==> config.mk <==
export PLATFORM = sky130hd
export DESIGN_NAME = dc_preload_engine_flat
export DESIGN_NICKNAME = d
export VERILOG_FILES = /design/src/rtl/dc_preload_engine_pkg.sv /design/src/rtl/dc_preload_engine_if.sv /design/src/rtl/dc_preload_engine_addr_gen.sv /design/src/rtl/dc_preload_engine.sv /design/src/flat_wrapper.sv
export SDC_FILE = /design/constraint.sdc
export NUM_CORES = 1
export LEC_CHECK = 0
export ABC_AREA = 1
export ABC_CLOCK_PERIOD_IN_PS = 3850
export CORE_ASPECT_RATIO = 0.75
export CORE_MARGIN = 5
export CORE_UTILIZATION = 65
export CTS_BUF_LIST = sky130_fd_sc_hd__clkbuf_4
export CTS_CLUSTER_DIAMETER = 200
export DETAILED_ROUTE_END_ITERATION = 10
export DONT_BUFFER_PORTS = 1
export PLACE_DENSITY_LB_ADDON = 0.25
export SETUP_SLACK_MARGIN = 0.5
export SYNTH_ARGS = -nofsm -noshare
export SYNTH_HDL_FRONTEND = slang
export SYNTH_SLANG_ARGS = --single-unit
==> constraint.sdc <==
create_clock -name clk -period 3.85 [get_ports clk]
set_input_delay 0.5775 -clock clk [delete_from_list [all_inputs] [get_ports clk]]
set_output_delay 0.5775 -clock clk [all_outputs]
set_load 0.02 [all_outputs]
==> src/rtl/dc_preload_engine_pkg.sv <==
// Shared data-cache preload types and sizes.
// Bank/row geometry and the preload FSM states.
package gpgpu_dc_pkg;

  localparam int DC_BANKS       = 8;
  localparam int DC_DEPTH       = 512;
  localparam int DC_DATA_W      = 32;
  localparam int DC_TOTAL_WORDS = DC_BANKS * DC_DEPTH;

  localparam int DC_BANK_W = 3;
  localparam int DC_ROW_W  = 9;
  localparam int DC_IDX_W  = 12;
  localparam int DC_CNT_W  = 13;

  typedef logic [DC_IDX_W-1:0] dc_idx_t;

  typedef enum logic [1:0] {
    IDLE,
    LOAD,
    FILL,
    DONE
  } dc_state_e;

endpackage

==> src/rtl/dc_preload_engine_if.sv <==
// Word-stream input and bank write port bundle.
// master = source/cache side, slave = preload engine.
interface dc_preload_if;
  import gpgpu_dc_pkg::*;

  logic                 in_valid;
  logic [DC_DATA_W-1:0] in_data;
  logic                 in_last;
  logic                 in_ready;
  logic [DC_BANKS-1:0]  dc_we;
  logic [DC_ROW_W-1:0]  dc_addr;
  logic [DC_DATA_W-1:0] dc_wdata;

  modport master (
    output in_valid,
    output in_data,
    output in_last,
    input  in_ready,
    input  dc_we,
    input  dc_addr,
    input  dc_wdata
  );

  modport slave (
    input  in_valid,
    input  in_data,
    input  in_last,
    output in_ready,
    output dc_we,
    output dc_addr,
    output dc_wdata
  );

endinterface

==> src/rtl/dc_preload_engine_addr_gen.sv <==
// Word index counter for the cache image.
// Splits idx into one-hot bank and row; flags last word.
module dc_bank_addr_gen
  import gpgpu_dc_pkg::*;
(
  input  logic                clk,
  input  logic                rst,
  input  logic                clr_i,
  input  logic                inc_i,
  output logic [DC_BANKS-1:0] bank_oh_o,
  output logic [DC_ROW_W-1:0] row_o,
  output logic                tc_o
);

  localparam dc_idx_t LAST_IDX =
    dc_idx_t'(DC_TOTAL_WORDS - 1);

  dc_idx_t idx_q;
  dc_idx_t idx_d;

  // clear wins over increment; wraps harmlessly past the end
  always_comb begin
    idx_d = idx_q;
    if (clr_i)
      idx_d = '0;
    else if (inc_i)
      idx_d = idx_q + dc_idx_t'(1);
  end

  // word index register
  always_ff @(posedge clk or posedge rst) begin
    if (rst)
      idx_q <= '0;
    else
      idx_q <= idx_d;
  end

  // bank = low bits, row = high bits
  always_comb begin
    bank_oh_o = DC_BANKS'(1) << idx_q[DC_BANK_W-1:0];
    row_o     = idx_q[DC_IDX_W-1:DC_BANK_W];
    tc_o      = (idx_q == LAST_IDX);
  end

endmodule

==> src/rtl/dc_preload_engine.sv <==
// Fills the eight data-cache banks from a word stream.
// Holds the warp scheduler until the image is written.
module dc_preload_engine
  import gpgpu_dc_pkg::*;
#(
  parameter int ZERO_FILL = 1
)(
  input  logic                 clk,
  input  logic                 rst,
  input  logic                 start,
  dc_preload_if.slave          bus,
  output logic                 busy,
  output logic                 done,
  output logic                 gpu_hold,
  output logic [DC_DATA_W-1:0] checksum,
  output logic [DC_CNT_W-1:0]  words_rx
);

  dc_state_e state_q;
  dc_state_e state_d;

  logic                 in_ready_w;
  logic                 hs;
  logic                 clr;
  logic                 inc;
  logic [DC_BANKS-1:0]  bank_oh;
  logic [DC_ROW_W-1:0]  row;
  logic                 tc;

  logic [DC_BANKS-1:0]  we_q;
  logic [DC_BANKS-1:0]  we_d;
  logic [DC_ROW_W-1:0]  addr_q;
  logic [DC_ROW_W-1:0]  addr_d;
  logic [DC_DATA_W-1:0] wdata_q;
  logic [DC_DATA_W-1:0] wdata_d;
  logic [DC_DATA_W-1:0] csum_q;
  logic [DC_DATA_W-1:0] csum_d;
  logic [DC_CNT_W-1:0]  cnt_q;
  logic [DC_CNT_W-1:0]  cnt_d;

  assign in_ready_w = (state_q == LOAD);
  assign hs  = bus.in_valid && in_ready_w;
  assign clr = start &&
               ((state_q == IDLE) || (state_q == DONE));
  assign inc = hs || (state_q == FILL);

  dc_bank_addr_gen u_addr (
    .clk       (clk),
    .rst       (rst),
    .clr_i     (clr),
    .inc_i     (inc),
    .bank_oh_o (bank_oh),
    .row_o     (row),
    .tc_o      (tc)
  );

  // FSM state register
  always_ff @(posedge clk or posedge rst) begin
    if (rst)
      state_q <= IDLE;
    else
      state_q <= state_d;
  end

  // FSM next state: last slot always ends the load
  always_comb begin
    state_d = state_q;
    unique case (state_q)
      IDLE: if (start) state_d = LOAD;
      LOAD: begin
        if (hs) begin
          if (tc)
            state_d = DONE;
          else if (bus.in_last)
            state_d = (ZERO_FILL != 0) ? FILL : DONE;
        end
      end
      FILL: if (tc) state_d = DONE;
      DONE: if (start) state_d = LOAD;
      default: state_d = IDLE;
    endcase
  end

  // write port, checksum and word count next values
  always_comb begin
    we_d    = '0;
    addr_d  = addr_q;
    wdata_d = wdata_q;
    csum_d  = csum_q;
    cnt_d   = cnt_q;
    if (clr) begin
      csum_d = '0;
      cnt_d  = '0;
    end
    if (hs) begin
      we_d    = bank_oh;
      addr_d  = row;
      wdata_d = bus.in_data;
      csum_d  = csum_q ^ bus.in_data;
      cnt_d   = cnt_q + DC_CNT_W'(1);
    end else if (state_q == FILL) begin
      we_d    = bank_oh;
      addr_d  = row;
      wdata_d = '0;
    end
  end

  // one-cycle write pipeline and running totals
  always_ff @(posedge clk or posedge rst) begin
    if (rst) begin
      we_q    <= '0;
      addr_q  <= '0;
      wdata_q <= '0;
      csum_q  <= '0;
      cnt_q   <= '0;
    end else begin
      we_q    <= we_d;
      addr_q  <= addr_d;
      wdata_q <= wdata_d;
      csum_q  <= csum_d;
      cnt_q   <= cnt_d;
    end
  end

  // FSM outputs; done waits for the final write to drain
  always_comb begin
    bus.in_ready = in_ready_w;
    bus.dc_we    = we_q;
    bus.dc_addr  = addr_q;
    bus.dc_wdata = wdata_q;
    busy     = (state_q == LOAD) || (state_q == FILL);
    done     = (state_q == DONE) && (we_q == '0);
    gpu_hold = !done;
    checksum = csum_q;
    words_rx = cnt_q;
  end

endmodule

==> src/flat_wrapper.sv <==
// flat-port wrapper written by rule: the top's interface ports become plain ports
module dc_preload_engine_flat import gpgpu_dc_pkg::*;
#(
  parameter int ZERO_FILL = 1
)
  (clk, rst, start, busy, done, gpu_hold, checksum, words_rx, bus_in_valid, bus_in_data, bus_in_last, bus_in_ready, bus_dc_we, bus_dc_addr, bus_dc_wdata);
  dc_preload_if bus_i ();
  input  logic clk;
  input  logic rst;
  input  logic start;
  output logic busy;
  output logic done;
  output logic gpu_hold;
  output logic [DC_DATA_W-1:0] checksum;
  output logic [DC_CNT_W-1:0] words_rx;
  input wire logic [$bits(bus_i.in_valid)-1:0] bus_in_valid;
  input wire logic [$bits(bus_i.in_data)-1:0] bus_in_data;
  input wire logic [$bits(bus_i.in_last)-1:0] bus_in_last;
  output wire logic [$bits(bus_i.in_ready)-1:0] bus_in_ready;
  output wire logic [$bits(bus_i.dc_we)-1:0] bus_dc_we;
  output wire logic [$bits(bus_i.dc_addr)-1:0] bus_dc_addr;
  output wire logic [$bits(bus_i.dc_wdata)-1:0] bus_dc_wdata;
  assign bus_i.in_valid = bus_in_valid;
  assign bus_i.in_data = bus_in_data;
  assign bus_i.in_last = bus_in_last;
  assign bus_in_ready = bus_i.in_ready;
  assign bus_dc_we = bus_i.dc_we;
  assign bus_dc_addr = bus_i.dc_addr;
  assign bus_dc_wdata = bus_i.dc_wdata;
  dc_preload_engine #(.ZERO_FILL(ZERO_FILL)) u_core (.clk(clk), .rst(rst), .start(start), .bus(bus_i), .busy(busy), .done(done), .gpu_hold(gpu_hold), .checksum(checksum), .words_rx(words_rx));
endmodule
Word-level counts from Yosys, hierarchy flattened. Cells that the tools add are included.

Register bits after elaboration: 108. Input bits: 37. Output and inout port bits: 98. Logic and storage cells: 51.

$add $sub $neg: 2. Bitwise logic cells: 1. Equal/unequal tests: 8. Mux-type cells: 18. Shift-type cells: 1. Reduce and logical (&&, ||, !) cells: 14.

Operators with widths (count): 32-bit 2-to-1 mux (4); 32-bit bitwise XOR (1); 13-bit 2-to-1 mux (2); 12-bit 2-to-1 mux (2); 9-bit 2-to-1 mux (2); 8-bit 2-to-1 mux (2); 13-bit by 1-bit adder with 13-bit output (second input constant) (1); 12-bit by 1-bit adder with 12-bit output (second input constant) (1); 12-bit == test (second input constant) (1); 2-bit 2-to-1 mux (5); 8-bit logical NOT (1); 1-bit by 3-bit << shifter with 8-bit output (first input constant) (1); 2-bit case mux with 3 select lines (1); 2-bit nonzero test (3); 2-bit == test (second input constant) (2); 2-bit by 1-bit inequality test with 1-bit output (second input constant) (2); 4-bit AND reduction (1); 1-bit logical AND (3); 1-bit logical OR (3); 3-bit inequality test (second input constant) (1); 2-bit by 1-bit == test with 1-bit output (second input constant) (1); 2-bit logical NOT (1); 2-bit inequality test (second input constant) (1); 2-bit OR reduction (1); 1-bit logical NOT (1).

Logic depth before layout (Yosys ltp).
Depth in word-level cells: 5. Mapped depth: 11. Mapped depth without buffers: 11.

By module. A second synthesis with hierarchy kept.

Cells, all modules: 554. Area, all modules: 4775.8 um^2.

Modules (own cells, without submodules): dc_preload_engine (cells an instance 438, area each 3916.3 um^2, seq. area each 2402.3 um^2, times used 1); dc_bank_addr_gen (cells an instance 116, area each 859.6 um^2, seq. area each 300.3 um^2, times used 1).

Worst setup path before layout. OpenSTA, ideal clock, no wires.

Path type: reg2out. From: register u_core.we_q[7], in the netlist u_core.bus.dc_we[7]. To: output gpu_hold. Stages on the path, launching flop included: 5. Path buffers: 0. Data arrival time: 1.637 ns. Required time: 3.273 ns. Setup slack: 1.635 ns. Path through: dfrtp_1 -> nor2_1 -> nand2_1 -> nor4_1 -> inv_1.

Longest elaborated chain between the ends: 3.

RTL lines: from (decl) (line dc_preload_engine.sv:30) `logic [DC_BANKS-1:0] we_q;`; from (signal assigned) (line dc_preload_engine.sv:117) `we_q <= we_d;`; 8-bit logical NOT (line dc_preload_engine.sv:132) `done = (state_q == DONE) && (we_q == '0);`; 1-bit logical AND (line dc_preload_engine.sv:132); named net done (line flat_wrapper.sv:12) `output logic done;`; 1-bit logical NOT (line dc_preload_engine.sv:133) `gpu_hold = !done;`; to (decl) (line flat_wrapper.sv:13) `output logic gpu_hold;`.

The timed path passes the listed nets, and every way through them passes these cells.

Final worst setup path.
From: register u_core.state_q[0]. To: output gpu_hold.

Longest elaborated chain between the ends: 3.

RTL lines: from (decl) (line dc_preload_engine.sv:19) `dc_state_e state_q;`; from (signal assigned) (line dc_preload_engine.sv:62) `state_q <= state_d;`; 2-bit == test (line dc_preload_engine.sv:132); 1-bit logical AND (line dc_preload_engine.sv:132); named net done (line flat_wrapper.sv:12); 1-bit logical NOT (line dc_preload_engine.sv:133).

The timed path passes the listed nets, and every way through them passes these cells.

==> results.toml <==
[placed_design]
hpwl_mm = 7.06
place.gp.congestion = 0.847
port_buffers = 0
place_inst = 580

[clock_tree]
htreeDepth = 3
cts_hold_buf = 0
cts_tree = "built"
cts_setup_buffers = 0
clkTransAtPathRegs_ps = 170
cts_sinks = 108
clk_latency_ps = 450
post_cts_resized = 0
cts_buffers = 9
root_buffer = "clkbuf_4"
clock_path_buffers = 2

[routing]
ant_nets = 0
drt_wl_total_mm = 9.84
via_per_inst = 5.69
drt-initial-drc-count = 127
routedWlPerCell_um = 16.5
firstDrtPassIters = 4
vias = 3392
drc = 0

[timing]
max_freq_mhz = 349
setup_viol = 0
hold_viol = 0
finalCritPeriodShare_pct = 74.5
slew_headroom_pct = 33.6
fin_tns_setup_ps = 0
grt_setup_unrepaired = "no"
slew_violations = 0
finClkSkew_ps = 25.5
tightest_slew_ps = 987
period_minus_slack_ps = 2870

[synth]
synth_edf_count = 0
avgSynthCellArea_um2 = 8.99
synth_flop_cell = "dfrtp_1"
netlist-cell-type-count = 25
yosysSeqAreaShare_pct = 59.4
synth_warnings = 0
yosys_register_bits = 108
syn_nets = 554
async_reset_ff_share_pct = 100
synth_most_common_cell = "nand2_1"
synth_area_um2 = 4550
yosys.area.top_type_share_pct = 59.4
synth_common_cells = "nand2_1, dfrtp_1, o21ai_0"
synth_area_leaders = "dfrtp_1, nand2_1, o21ai_0, nand3_1, inv_1"
synth_top_area_cell = "dfrtp_1"
postSynthCellCount = 506

[critical_path]
cp-end-kind = "output pin"
critPathLaunchType = "register"
worstPathMaxFanout = 5
crit_family = "simple AND/OR/NAND/NOR gates"
critPathRequiredTime_ps = 3270
cpPeakStageDelay_ps = 800
worstSetupPathType = "reg -> out"
cp_data_arrival_time_ps = 2290
crit_buf_inv = 1
crit_chain = "ha_1, nand2_1, nor4_1, inv_1"
critPathSlowestCell = "nor4_1"

[global_routing]
overflow = 0
grt_max_degree = 56
first_global_vias = 3308
grt_usage_pct = 23.1
antenna_found_initial = 0
grt_first_pass_wirelength_mm = 15.9

[cells_and_area]
diodes = 0
area_delta_synth_final_pct = 4.76
drive_above_1_share_pct = 6.64
multi_input_area_um2 = 1620
nFillCells = 534
nets = 555
regArea_um2 = 2700
instances_no_fill = 596

[power_and_ir_drop]
p_sw_share_pct = 46.1
combPwrFrac_pct = 25.9
p_leak_nw = 2.41
p_per_area_nw_per_um2 = 727
vdd_drop_max_v = 0.000342
p_switching_mw = 1.60
intPower_mw = 1.87
clkPwrFrac_pct = 17.0
pwr-share-seq_pct = 57.2

[floorplanning]
core_um2 = 6800
die_x_um = 107
rows = 26
ios = 135
start_util_pct = 66.9
die_y_um = 82.5
die_area_um2 = 8790

[job]
maxCapViolCount = 0

[run_status]
status = "finished, final reports clean"

[min_path]
min_path_type = "in -> async"
stage by stage:
stage | setup WS (ps) | hold slack (ps) | area [um2] | util (%) | total power, mW
after CTS | 938 | 169 | 4770 | 70.1 | 3.51
after floorplan | 1640 | 454 | 4550 | - | 2.65
after detailed placement | 1410 | 503 | 4620 | 67.9 | 2.91
final | 981 | 170 | 4770 | 70.1 | 3.47
after global routing | 870 | 175 | 4770 | 70.1 | 3.72
after global placement | 1480 | 485 | 4620 | 67.9 | 2.85
registers in the layout, summed over array words and instances (netlist names):
| signal | count |
|---|---|
| u_core.state_q | 2 |
| u_core.checksum | 32 |
| u_core.u_addr.idx_q | 12 |
| u_core.bus.dc_we | 8 |
| u_core.bus.dc_wdata | 32 |
| u_core.bus.dc_addr | 9 |
| u_core.words_rx | 13 |
logic make-up (layout without fill, tap and decap cells):
group	Yosys count	in the layout	synth area share, %
AOI/OAI and AO/OA	70	70	8.19
adders and majority gates	11	11	3.02
buffers and inverters	56	62	5.00
DFF	108	108	59.4
and+or+nand+nor	261	261	24.4
path summary, 6_finish.rpt:
kind | start | to | cells past startpoint | slack (ps)
max | u_core.state_q[0] | gpu_hold | 4 | 980
min | rst | u_core.bus.dc_wdata[23] | 2 | 170
max reg2reg | u_core.state_q[0] | u_core.u_addr.idx_q[10] | 9 | 1400
min reg2reg | u_core.u_addr.idx_q[5] | u_core.u_addr.idx_q[5] | 1 | 520
max in group asynchronous | rst | u_core.words_rx[5] | 2 | 3190
min in group clk | bus_in_data[0] | u_core.checksum[0] | 1 | 210
power groups by stage:
stage	combinational [mW]	sequential (mW)	clock (mW)
2_1_floorplan	0.740	1.91	0
3_3_place_gp	0.858	1.99	0
3_5_place_dp	0.909	2.00	0
4_1_cts	0.910	1.98	0.612
5_1_grt	1.04	2.02	0.655
6_report	0.897	1.98	0.588
per-layer routing:
metal  vias to the layer above  track usage [%]  routed length (um)
met1                      1601             31.4                4220
met5                         -                0                   0
met2                       133             34.3                4490
met3                         8             8.55                1020
met4                         0             8.68                 116
li1                       1650                -                   -
placed cells by master, fill, tap and decap left out, drive strengths merged:
| cell type | instances |
|---|---|
| a32o | 1 |
| a22oi | 2 |
| o22ai | 2 |
| o21bai | 1 |
| a21oi | 7 |
| o21ai | 54 |
| nand3 | 48 |
| nor3 | 10 |
| buf | 4 |
| nor2 | 31 |
| nand2 | 166 |
| clkinv | 3 |
| bufinv | 1 |
| clkbuf | 9 |
| nor4 | 1 |
| ha | 11 |
| nand4 | 5 |
| clkinvlp | 1 |
| a31oi | 3 |
| inv | 44 |
| dfrtp | 108 |
cell type report:
class | instances | area share (%)
timing repair buffer | 4 | 0.630
clock buffer | 9 | 1.42
multi-input combinational | 342 | 34.0
clock inverter | 7 | 1.68
inverter | 42 | 3.39
sequential | 108 | 56.7
tap | 84 | 2.20
No activity file was read; power rests on OpenSTA's default activity.
